`config.mk`:
```
export PLATFORM = sky130hd
export DESIGN_NAME = alu4_seq_flat
export DESIGN_NICKNAME = d
export VERILOG_FILES = /design/src/rtl/alu4_seq_if.sv /design/src/rtl/alu4_seq.sv /design/src/flat_wrapper.sv
export SDC_FILE = /design/constraint.sdc
export NUM_CORES = 1
export LEC_CHECK = 0
export ABC_AREA = 1
export ABC_CLOCK_PERIOD_IN_PS = 2400
export BUFFER_PORTS_ARGS = -buffer_cell sky130_fd_sc_hd__buf_4
export CAP_MARGIN = 20
export CORE_MARGIN = 4
export CORE_UTILIZATION = 56
export CTS_CLUSTER_SIZE = 40
export DETAILED_ROUTE_END_ITERATION = 16
export PLACE_DENSITY_LB_ADDON = 0.05
export SYNTH_ARGS = -nofsm -noshare
export SYNTH_HDL_FRONTEND = slang
export SYNTH_SLANG_ARGS = --single-unit
```
`constraint.sdc`:
```
create_clock -name clk -period 2.4 [get_ports clk]
set_input_delay 0.72 -clock clk [delete_from_list [all_inputs] [get_ports clk]]
set_output_delay 0.72 -clock clk [all_outputs]
set_load 0.05 [all_outputs]
```
`src/rtl/alu4_seq_if.sv`:
```
// rtl/alu4_seq_if.sv - instruction and response valid/ready channels of alu4_seq
`timescale 1ns/1ps
interface alu4_seq_if #(
   parameter int WIDTH = 4,
   parameter int AW    = 2
);
   logic             in_valid;
   logic             in_ready;
   logic [2:0]       in_op;
   logic [AW-1:0]    in_ra;
   logic [AW-1:0]    in_rb;
   logic             in_imm_en;
   logic [WIDTH-1:0] in_imm;
   logic [AW-1:0]    in_rd;
   logic             in_wb_en;

   logic             out_valid;
   logic             out_ready;
   logic [WIDTH-1:0] out_result;
   logic [3:0]       out_flags;
   logic [AW-1:0]    out_rd;

   modport master (
      output in_valid, in_op, in_ra, in_rb, in_imm_en, in_imm, in_rd, in_wb_en,
      input  in_ready,
      input  out_valid, out_result, out_flags, out_rd,
      output out_ready
   );

   modport slave (
      input  in_valid, in_op, in_ra, in_rb, in_imm_en, in_imm, in_rd, in_wb_en,
      output in_ready,
      output out_valid, out_result, out_flags, out_rd,
      input  out_ready
   );
endinterface

```
`src/rtl/alu4_seq.sv`:
```
// rtl/alu4_seq.sv - operand sequencer, register file and writeback around the combinational alu4
`timescale 1ns/1ps
module alu4_seq #(
   parameter int  WIDTH    = 4,
   parameter int  NUM_REGS = 4,
   localparam int AW       = $clog2(NUM_REGS)
) (
   input  logic             clk,
   input  logic             reset_n,
   alu4_seq_if.slave        bus,
   output logic [WIDTH-1:0] alu_a,
   output logic [WIDTH-1:0] alu_b,
   output logic [2:0]       alu_op,
   input  logic [WIDTH-1:0] alu_result,
   input  logic             alu_c,
   input  logic             alu_n,
   input  logic             alu_z,
   input  logic             alu_v,
   input  logic [AW-1:0]    dbg_sel,
   output logic [WIDTH-1:0] dbg_data
);

   typedef enum logic [1:0] {
      S_IDLE = 2'd0,
      S_EXEC = 2'd1,
      S_RESP = 2'd2
   } state_t;

   state_t           state;
   state_t           state_nx;
   logic [WIDTH-1:0] regs [NUM_REGS];
   logic [AW-1:0]    rd_q;
   logic             wb_en_q;
   logic             accept;

   assign accept   = (state == S_IDLE) && bus.in_valid;
   assign dbg_data = regs[dbg_sel];

   always_ff @(posedge clk or negedge reset_n) begin
      if (!reset_n) begin
         state <= S_IDLE;
      end else begin
         state <= state_nx;
      end
   end

   always_comb begin
      state_nx     = state;
      bus.in_ready = 1'b0;
      case (state)
         S_IDLE: begin
            bus.in_ready = 1'b1;
            if (bus.in_valid) state_nx = S_EXEC;
         end
         S_EXEC: state_nx = S_RESP;
         S_RESP: if (bus.out_ready) state_nx = S_IDLE;
         default: state_nx = S_IDLE;
      endcase
   end

   // Operands are read only in IDLE, after any writeback, so no forwarding is needed.
   always_ff @(posedge clk or negedge reset_n) begin
      if (!reset_n) begin
         alu_a          <= '0;
         alu_b          <= '0;
         alu_op         <= '0;
         rd_q           <= '0;
         wb_en_q        <= 1'b0;
         bus.out_valid  <= 1'b0;
         bus.out_result <= '0;
         bus.out_flags  <= '0;
         bus.out_rd     <= '0;
         for (int i = 0; i < NUM_REGS; i++) regs[i] <= '0;
      end else begin
         if (accept) begin
            alu_a   <= regs[bus.in_ra];
            alu_b   <= bus.in_imm_en ? bus.in_imm : regs[bus.in_rb];
            alu_op  <= bus.in_op;
            rd_q    <= bus.in_rd;
            wb_en_q <= bus.in_wb_en;
         end
         if (state == S_EXEC) begin
            bus.out_result <= alu_result;
            bus.out_flags  <= {alu_n, alu_z, alu_c, alu_v};
            bus.out_rd     <= rd_q;
            bus.out_valid  <= 1'b1;
            if (wb_en_q) regs[rd_q] <= alu_result;
         end
         if ((state == S_RESP) && bus.out_ready) begin
            bus.out_valid <= 1'b0;
         end
      end
   end

endmodule
```
`src/flat_wrapper.sv`:
```
// flat-port wrapper written by rule: the top's interface ports become plain ports
module alu4_seq_flat 
#(
   parameter int  WIDTH    = 4,
   parameter int  NUM_REGS = 4,
   localparam int AW       = $clog2(NUM_REGS)
)
  (clk, reset_n, alu_a, alu_b, alu_op, alu_result, alu_c, alu_n, alu_z, alu_v, dbg_sel, dbg_data, bus_in_valid, bus_in_op, bus_in_ra, bus_in_rb, bus_in_imm_en, bus_in_imm, bus_in_rd, bus_in_wb_en, bus_in_ready, bus_out_valid, bus_out_result, bus_out_flags, bus_out_rd, bus_out_ready);
  alu4_seq_if #(.WIDTH(WIDTH)) bus_i ();
  input  logic clk;
  input  logic reset_n;
  output logic [WIDTH-1:0] alu_a;
  output logic [WIDTH-1:0] alu_b;
  output logic [2:0] alu_op;
  input  logic [WIDTH-1:0] alu_result;
  input  logic alu_c;
  input  logic alu_n;
  input  logic alu_z;
  input  logic alu_v;
  input  logic [AW-1:0] dbg_sel;
  output logic [WIDTH-1:0] dbg_data;
  input wire logic [$bits(bus_i.in_valid)-1:0] bus_in_valid;
  input wire logic [$bits(bus_i.in_op)-1:0] bus_in_op;
  input wire logic [$bits(bus_i.in_ra)-1:0] bus_in_ra;
  input wire logic [$bits(bus_i.in_rb)-1:0] bus_in_rb;
  input wire logic [$bits(bus_i.in_imm_en)-1:0] bus_in_imm_en;
  input wire logic [$bits(bus_i.in_imm)-1:0] bus_in_imm;
  input wire logic [$bits(bus_i.in_rd)-1:0] bus_in_rd;
  input wire logic [$bits(bus_i.in_wb_en)-1:0] bus_in_wb_en;
  output wire logic [$bits(bus_i.in_ready)-1:0] bus_in_ready;
  output wire logic [$bits(bus_i.out_valid)-1:0] bus_out_valid;
  output wire logic [$bits(bus_i.out_result)-1:0] bus_out_result;
  output wire logic [$bits(bus_i.out_flags)-1:0] bus_out_flags;
  output wire logic [$bits(bus_i.out_rd)-1:0] bus_out_rd;
  input wire logic [$bits(bus_i.out_ready)-1:0] bus_out_ready;
  assign bus_i.in_valid = bus_in_valid;
  assign bus_i.in_op = bus_in_op;
  assign bus_i.in_ra = bus_in_ra;
  assign bus_i.in_rb = bus_in_rb;
  assign bus_i.in_imm_en = bus_in_imm_en;
  assign bus_i.in_imm = bus_in_imm;
  assign bus_i.in_rd = bus_in_rd;
  assign bus_i.in_wb_en = bus_in_wb_en;
  assign bus_in_ready = bus_i.in_ready;
  assign bus_out_valid = bus_i.out_valid;
  assign bus_out_result = bus_i.out_result;
  assign bus_out_flags = bus_i.out_flags;
  assign bus_out_rd = bus_i.out_rd;
  assign bus_i.out_ready = bus_out_ready;
  alu4_seq #(.WIDTH(WIDTH), .NUM_REGS(NUM_REGS)) u_core (.clk(clk), .reset_n(reset_n), .bus(bus_i), .alu_a(alu_a), .alu_b(alu_b), .alu_op(alu_op), .alu_result(alu_result), .alu_c(alu_c), .alu_n(alu_n), .alu_z(alu_z), .alu_v(alu_v), .dbg_sel(dbg_sel), .dbg_data(dbg_data));
endmodule
```
### Word level (Yosys, flattened, before mapping)

Index checks and enable logic that the tools add are counted.

* latch bits: 0
* memories: 0
* bits in read-only memories: 0
* input bits: 29
* word-level logic and storage cells: 53
* memory bits (writable): 0
* output and inout port bits: 27
* flip-flop bits (word level): 43

* reductions and logical operators: 7
* shifts and indexed selects: 0
* mux-type cells: 19
* bitwise gates (word level): 4
* add/subtract/negate cells: 0
* div/mod/pow operators: 0
* magnitude comparators: 5
* equal/unequal tests: 4
* multiply operators: 0

Operator list (count)
* $mux 4: 8
* $bmux 4 s2: 3
* $bwmux 16: 1
* $ge 3x3->1 const B: 4
* $not 2->3: 4
* $demux 4 s2: 1
* $pmux 2 s3: 1
* $mux 2: 2
* $ne 2x2->1 const B: 2
* $reduce_and 2->1: 2
* $logic_and 1x1->1: 3
* $lt 3x1->1 const B: 1
* $mux 1: 3
* $eq 2x1->1 const B: 1
* $eq 2x2->1 const B: 1
* $logic_not 2->1: 1
* $reduce_bool 2->1: 1

### Logic depth before layout (Yosys ltp)

Gate-level depths: netlist of the first run.

* depth after elaboration: 6
* mapped depth: 8
* gate-level depth less buffers: 7

### Worst setup path before layout of the first run

No wires, ideal clock.

* kind: input to output
* start point: input port dbg_sel[0]
* end point: output port dbg_data[0]
* required time: 1.680 ns
* path buffers: 1
* cell stages on the path: 4
* slack: -0.174 ns
* data arrival time: 1.854 ns
* path through: buf_2 inv_1 o21ai_0 o22ai_1

* longest elaborated chain between the ends: 4

Ends and longest elaborated chain
* from (decl): line flat_wrapper.sv:20 `input logic [AW-1:0] dbg_sel;`
* $not 2->3 (implied by the code): line alu4_seq.sv:37 `assign dbg_data = regs[dbg_sel];`
* $bmux 4 s2: line alu4_seq.sv:37
* $mux 4 (implied by the code) (2 in series): line alu4_seq.sv:37
* to (decl): line flat_wrapper.sv:21 `output logic [WIDTH-1:0] dbg_data;`

Every way passes these cells. The select of a mux whose other input is x is not followed.

### Worst setup path after layout of the first run

* start point: input port dbg_sel[0]
* end point: output port dbg_data[3]

Same word-level chain as after synthesis.

==> results.py, run 1 <==
metrics = {
    "floorplanning": {
        "core_area_um2": 3660,
        "fp.dieArea_um2": 4850,
        "die_h_um": 69.6,
        "io_pins": 56,
        "die_w_um": 69.6,
        "start_util_pct": 58.1,
        "num_rows": 22,
    },
    "status": {
        "status": "completed",
    },
    "timing": {
        "final_max_slew_viol_count": 0,
        "fin_skew_ns": 0.00436,
        "setup-violations-final": 0,
        "fin_tns_setup_ns": 0,
        "post-route-min-period_ns": 2.21,
        "finalCritPeriodShare_pct": 91.9,
        "rsz0062_at_grt": "no",
        "fmax_mhz": 453,
        "hold_viol": 0,
        "worst_pin_slew_ns": 0.517,
        "hold_slack_ns": 0.400,
        "relSlewSlack_pct": 65.5,
    },
    "power_and_ir_drop": {
        "power_density_nw_per_um2": 1440,
        "p_int_mw": 1.89,
        "peakVddDrop_mv": 1.04,
        "clockPowerShare_pct": 11.3,
        "p_seq_share_pct": 36.5,
        "p_sw_share_pct": 50.6,
        "switching_power_mw": 1.94,
        "leakagePower_nw": 1.47,
        "p_comb_share_pct": 52.2,
    },
    "yosys": {
        "synthAdderAreaFrac_pct": 0,
        "synth_fp_nets": 300,
        "avgSynthCellArea_um2": 7.84,
        "ys_seq_area_share_pct": 50.6,
        "synth_area_um2": 2130,
        "synth_xor_area_share_pct": 0,
        "yosys.cell_types.count": 19,
        "ys_warn_count": 0,
        "netlist.area_leader.share_pct": 50.6,
        "yosys.area_share.simple_pct": 32.0,
        "yosys-top-cells-area": "dfrtp_1, nand2_1, inv_1, o21ai_0, o21ai_1",
        "yosysTopAreaCell": "dfrtp_1",
        "synthMuxAreaShare_pct": 0,
        "ys_ff_latch": 43,
        "synth-compound-area-share_pct": 11.0,
        "netlist_instances": 271,
        "synth_top_family_by_area": "simple AND/OR/NAND/NOR gates",
    },
    "clock_tree": {
        "cts.path.max_buffers": 2,
        "cts_buffers": 5,
        "cts_tree": "done",
        "clk_latency_ns": 0.29,
        "holdBufCountCts": 0,
        "cts_root_buf": "clkbuf_8",
        "cts.sinks": 43,
        "h-tree-depth": 2,
        "cts.repair.resized": 0,
        "clk_pin_slew_ns": 0.07,
        "cts_setup_buffers": 0,
    },
    "placed_design": {
        "placed_cells": 368,
        "portBuffers": 55,
        "globalplace.congestion": 0.869,
        "post-dp-hpwl_um": 3590,
    },
    "flow_run": {
        "max_cap_viol_count": 0,
    },
    "global_route": {
        "gr-usage-all-layers_pct": 20.8,
        "first_global_vias": 1808,
        "gr-total-overflow": 0,
        "antenna_found_initial": 0,
        "grt_max_degree": 44,
        "grt_pass1_wl_um": 8160,
    },
    "finish": {
        "area_growth_syn_to_layout_pct": 25.5,
        "diodes": 0,
        "final_cell_count_no_fill": 376,
        "drive_above_1_share_pct": 23.5,
        "final_util_pct": 72.9,
        "final_nets": 356,
    },
    "drt": {
        "vias_per_cell": 5.05,
        "ant_nets": 0,
        "wl_per_cell_um": 12.8,
        "wirelength_um": 4800,
        "dr.pass1.iters": 4,
        "num_vias": 1899,
        "drt_iter0_drc": 114,
        "drc": 0,
    },
    "worst_hold_path": {
        "holdCritPathClass": "in -> async",
    },
    "critical_path": {
        "crit_arrival_ns": 1.49,
        "crit_type": "in -> out",
        "required_ns": 1.68,
        "critPathLaunchType": "input pin",
        "path_max_fanout": 9,
        "endpoint_kind": "output pin",
    },
}
[synth_stat cells]
cell / n
o22ai_1: 4
buf_6: 1
inv_2: 1
o21ai_1: 17
nor2_2: 1
nand2_4: 2
inv_1: 24
o21ai_0: 17
dfrtp_1: 43
buf_2: 5
nor2_8: 2
o211ai_1: 4
nand3_1: 9
nor2_1: 22
nand2_2: 1
o21ai_2: 1
nand3_4: 3
nand2_1: 113
inv_4: 1
[routing by layer]
metal	track usage, %	wire length (µm)	up-vias	share of wire, %
li1	-	-	969	-
met1	26.8	2040	855	43
met2	33.9	2310	65	48
met3	5.94	386	10	8.0
met4	6.60	63	0	1.3
met5	0	0	-	0
[per-stage QoR]
| stage | power, mW | worst slack, ns | instance area (µm²) |
|---|---|---|---|
| 4_1_cts | 3.86 | 0.210 | 2670 |
| 5_1_grt | 4.07 | 0.146 | 2670 |
| 2_1_floorplan | 2.80 | 0.126 | 2150 |
| 3_5_place_dp | 3.42 | 0.213 | 2590 |
| 3_3_place_gp | 3.37 | 0.221 | 2590 |
| 6_report | 3.83 | 0.194 | 2670 |
[sequential cells by signal, indices dropped and copies added (netlist names)]
register / count
u_core.alu_b: 4
u_core.bus.out_flags: 4
u_core.alu_a: 4
u_core.bus.out_valid: 1
u_core.regs: 16
u_core.wb_en_q: 1
u_core.rd_q: 2
u_core.state: 2
u_core.bus.out_result: 4
u_core.bus.out_rd: 2
u_core.alu_op: 3
[path summary, 6_finish.rpt]
| path | start | end | slack, ns | cells past startpoint |
|---|---|---|---|---|
| setup / recovery | dbg_sel[0] | dbg_data[3] | 0.19 | 5 |
| hold / removal | reset_n | u_core.alu_b[1]$_DFFE_PN0P_ | 0.40 | 1 |
| setup reg to reg | u_core.state[1]$_DFFE_PN0P_ | u_core.regs[0]$_DFFE_PN0P_ | 1.13 | 6 |
| hold reg to reg | u_core.alu_op[0]$_DFFE_PN0P_ | u_core.alu_op[0]$_DFFE_PN0P_ | 0.48 | 2 |
| max in group asynchronous | reset_n | u_core.alu_op[0]$_DFFE_PN0P_ | 1.65 | 1 |
| min in group clk | u_core.alu_op[0]$_DFFE_PN0P_ | u_core.alu_op[0]$_DFFE_PN0P_ | 0.48 | 2 |
[power groups by stage]
stage	combinational (mW)	clock [mW]	sequential, mW
6_report	2.00	0.433	1.40
5_1_grt	2.17	0.467	1.44
4_1_cts	2.02	0.440	1.39
3_5_place_dp	2.02	0	1.40
3_3_place_gp	1.97	0	1.40
2_1_floorplan	0.852	0	1.95
[cell usage in the layout, fill, tap and decap left out]
master      n
inv_4       1
nand2_2     1
dfrtp_1    43
nand2_4     2
o21ai_1    17
nand3_4     3
clkinv_2    1
nor2_1     22
nand2_1   113
clkbuf_8    5
clkbuf_1    2
buf_4      55
nor2_2      1
nor2_8      2
inv_1      24
o22ai_2     4
o21ai_0    17
o21ai_2     1
inv_2       1
o211ai_1    4
nand3_1     9
[critical path: stages]
cell and delay, ns:
buf_4 0.14, inv_1 0.17, nor2_1 0.08, o22ai_2 0.16
buf_4 0.21
[cell type report]
class                           count  area (µm²)
Clock buffer                        7        76.3
Clock inverter                      1        5.00
Fill cell                         309         992
Inverter                           26         100
Multi-Input combinational cell    196         938
Sequential cell                    43        1080
Tap cell                           48        60.1
Timing Repair Buffer               55         413
[cell families after synthesis]
group	after synthesis
buffers and inverters	32
AO/OA/AOI/OAI	43
flip-flops	43
AND/OR/NAND/NOR	153
(Power assumes the default switching activity.)
==> run 2: changes to the inputs <==
--- a/config.mk
+++ b/config.mk
@@ -6,7 +6,7 @@
 export NUM_CORES = 1
 export LEC_CHECK = 0
 export ABC_AREA = 1
-export ABC_CLOCK_PERIOD_IN_PS = 2400
+export ABC_CLOCK_PERIOD_IN_PS = 2600
 export BUFFER_PORTS_ARGS = -buffer_cell sky130_fd_sc_hd__buf_4
 export CAP_MARGIN = 20
 export CORE_MARGIN = 4
==> constraint.sdc (replaced) <==
create_clock -name clk -period 2.6 [get_ports clk]
set_input_delay 0.78 -clock clk [delete_from_list [all_inputs] [get_ports clk]]
set_output_delay 0.78 -clock clk [all_outputs]
set_load 0.05 [all_outputs]
==> run 2 against run 1 <==
Net effect: first-iteration DRC count increased by 16%; combinational power decreased by 8%; critical path depth unchanged; cell count unchanged; largest cell class unchanged; via count increased by 0.37%; worst hold slack improved by 0.051 ns; wire length increased by 0.35%; non-clock buffer count unchanged; die area unchanged; setup slack improved by 0.084 ns; clock power decreased by 4%.
==> results.py, run 2 (synthesis gave the netlist of run 1 again) <==
metrics = {
    "critical_path": {
        "crit_family": "buffers and inverters",
        "critPathLaunchType": "input pin",
        "path_cells": "buf_4 > inv_1 > nor2_1 > o22ai_2 > buf_4",
        "slowest_delay_ns": 0.22,
        "required_ns": 1.82,
        "crit_type": "in -> out",
        "endpoint_kind": "output pin",
        "cp_slowest_cell": "buf_4",
        "path_max_fanout": 9,
        "critical_path_buf_inv_count": 3,
        "crit_arrival_ns": 1.54,
        "cpMostUsedCell": "buf_4",
    },
    "placed_design": {
        "dpl_cell_area_um2": 2590,
        "dp_slack_ns": 0.270,
        "globalplace.congestion": 0.866,
        "portBuffers": 55,
        "post-dp-hpwl_um": 3610,
        "placed_cells": 368,
    },
    "finish": {
        "top_register": "u_core.regs",
        "final_nets": 356,
        "final_util_pct": 73.0,
        "final_design_area_no_fill_um2": 2670,
        "layout_common_cells": "nand2_1, buf_4, dfrtp_1, inv_1, nor2_1",
        "largest_reg_flops": 16,
        "diodes": 0,
        "area_growth_syn_to_layout_pct": 25.7,
        "drive_above_1_share_pct": 23.8,
        "final_common_cell": "nand2_1",
        "final_cell_count_no_fill": 376,
    },
    "power_and_ir_drop": {
        "power.total_mw": 3.54,
        "p_comb_share_pct": 51.9,
        "p_int_mw": 1.75,
        "p_seq_share_pct": 36.4,
        "switching_power_mw": 1.80,
        "clockPowerShare_pct": 11.7,
        "p_sw_share_pct": 50.7,
        "peakVddDrop_mv": 0.930,
        "leakagePower_nw": 1.47,
        "power_density_nw_per_um2": 1330,
    },
    "timing": {
        "setup-violations-final": 0,
        "hold_slack_ns": 0.451,
        "post-route-min-period_ns": 2.32,
        "relSlewSlack_pct": 64.8,
        "fin_skew_ns": 0.00641,
        "finalCritPeriodShare_pct": 89.3,
        "fin_tns_setup_ns": 0,
        "hold_viol": 0,
        "final_max_slew_viol_count": 0,
        "timing.final.ws_setup_ns": 0.277,
        "rsz0062_at_grt": "no",
        "fmax_mhz": 431,
        "worst_pin_slew_ns": 0.527,
    },
    "global_route": {
        "grt_pass1_wl_um": 8270,
        "grt_max_degree": 44,
        "first_global_vias": 1799,
        "gr-usage-all-layers_pct": 21.1,
        "gr-total-overflow": 0,
        "antenna_found_initial": 0,
    },
    "status": {
        "status": "completed",
    },
    "flow_run": {
        "max_cap_viol_count": 0,
    },
    "worst_hold_path": {
        "holdCritPathClass": "in -> async",
    },
    "clock_tree": {
        "cts_setup_buffers": 0,
        "clk_latency_ns": 0.30,
        "cts.sinks": 43,
        "cts_root_buf": "clkbuf_8",
        "cts.repair.resized": 0,
        "clk_pin_slew_ns": 0.08,
        "cts_tree": "done",
        "cts_buffers": 5,
        "holdBufCountCts": 0,
        "h-tree-depth": 2,
        "cts.path.max_buffers": 2,
    },
    "drt": {
        "vias_per_cell": 5.07,
        "dr.pass1.iters": 4,
        "drt_iter0_drc": 132,
        "ant_nets": 0,
        "wirelength_um": 4820,
        "wl_per_cell_um": 12.8,
        "drc": 0,
        "num_vias": 1906,
    },
    "floorplanning": {
        "die_w_um": 69.6,
        "core_area_um2": 3660,
        "die_h_um": 69.6,
        "start_util_pct": 58.1,
        "io_pins": 56,
        "num_rows": 22,
        "fp.dieArea_um2": 4850,
    },
}
-- run 2: cell count changes in the layout (fill, tap and decap cells not counted) --
cell	before	now
clkinvlp_4	0	1
clkbuf_1	2	1
-- run 2: final timing paths --
path | slack (ns) | cells past startpoint | startpoint | endpoint
worst max-delay path | 0.28 | 5 | dbg_sel[0] | dbg_data[0]
worst min-delay path | 0.45 | 1 | reset_n | u_core.alu_b[1]$_DFFE_PN0P_
worst max register to register | 1.32 | 7 | u_core.state[1]$_DFFE_PN0P_ | u_core.regs[8]$_DFFE_PN0P_
worst min register to register | 0.49 | 2 | u_core.alu_a[3]$_DFFE_PN0P_ | u_core.alu_a[3]$_DFFE_PN0P_
max in group asynchronous | 1.78 | 1 | reset_n | u_core.bus.out_flags[0]$_DFFE_PN0N_
min in group clk | 0.49 | 2 | u_core.alu_a[3]$_DFFE_PN0P_ | u_core.alu_a[3]$_DFFE_PN0P_
-- run 2: power by group through the flow --
stage               clock [mW]  combinational [mW]  sequential, mW
finish                   0.415                1.84            1.29
global route             0.449                2.00            1.32
CTS                      0.420                1.86            1.28
detailed placement           0                1.86            1.29
global placement             0                1.82            1.29
floorplan                    0               0.786            1.80
-- run 2: area by class of cell --
| type | instances | area [µm²] |
|---|---|---|
| inverters | 26 | 100 |
| clock inverters | 2 | 12.5 |
| multi-input cells | 196 | 938 |
| clock buffers | 6 | 72.6 |
| flip-flops and latches | 43 | 1080 |
| well taps | 48 | 60.1 |
| repair buffers | 55 | 413 |
| fillers | 322 | 988 |
-- run 2: layer usage --
layer  global-route usage [%]  part of all wire [%]
met1                     28.5                    43
met2                     33.3                    47
met3                     5.80                   8.1
met4                     6.17                   1.2
met5                        0                     0
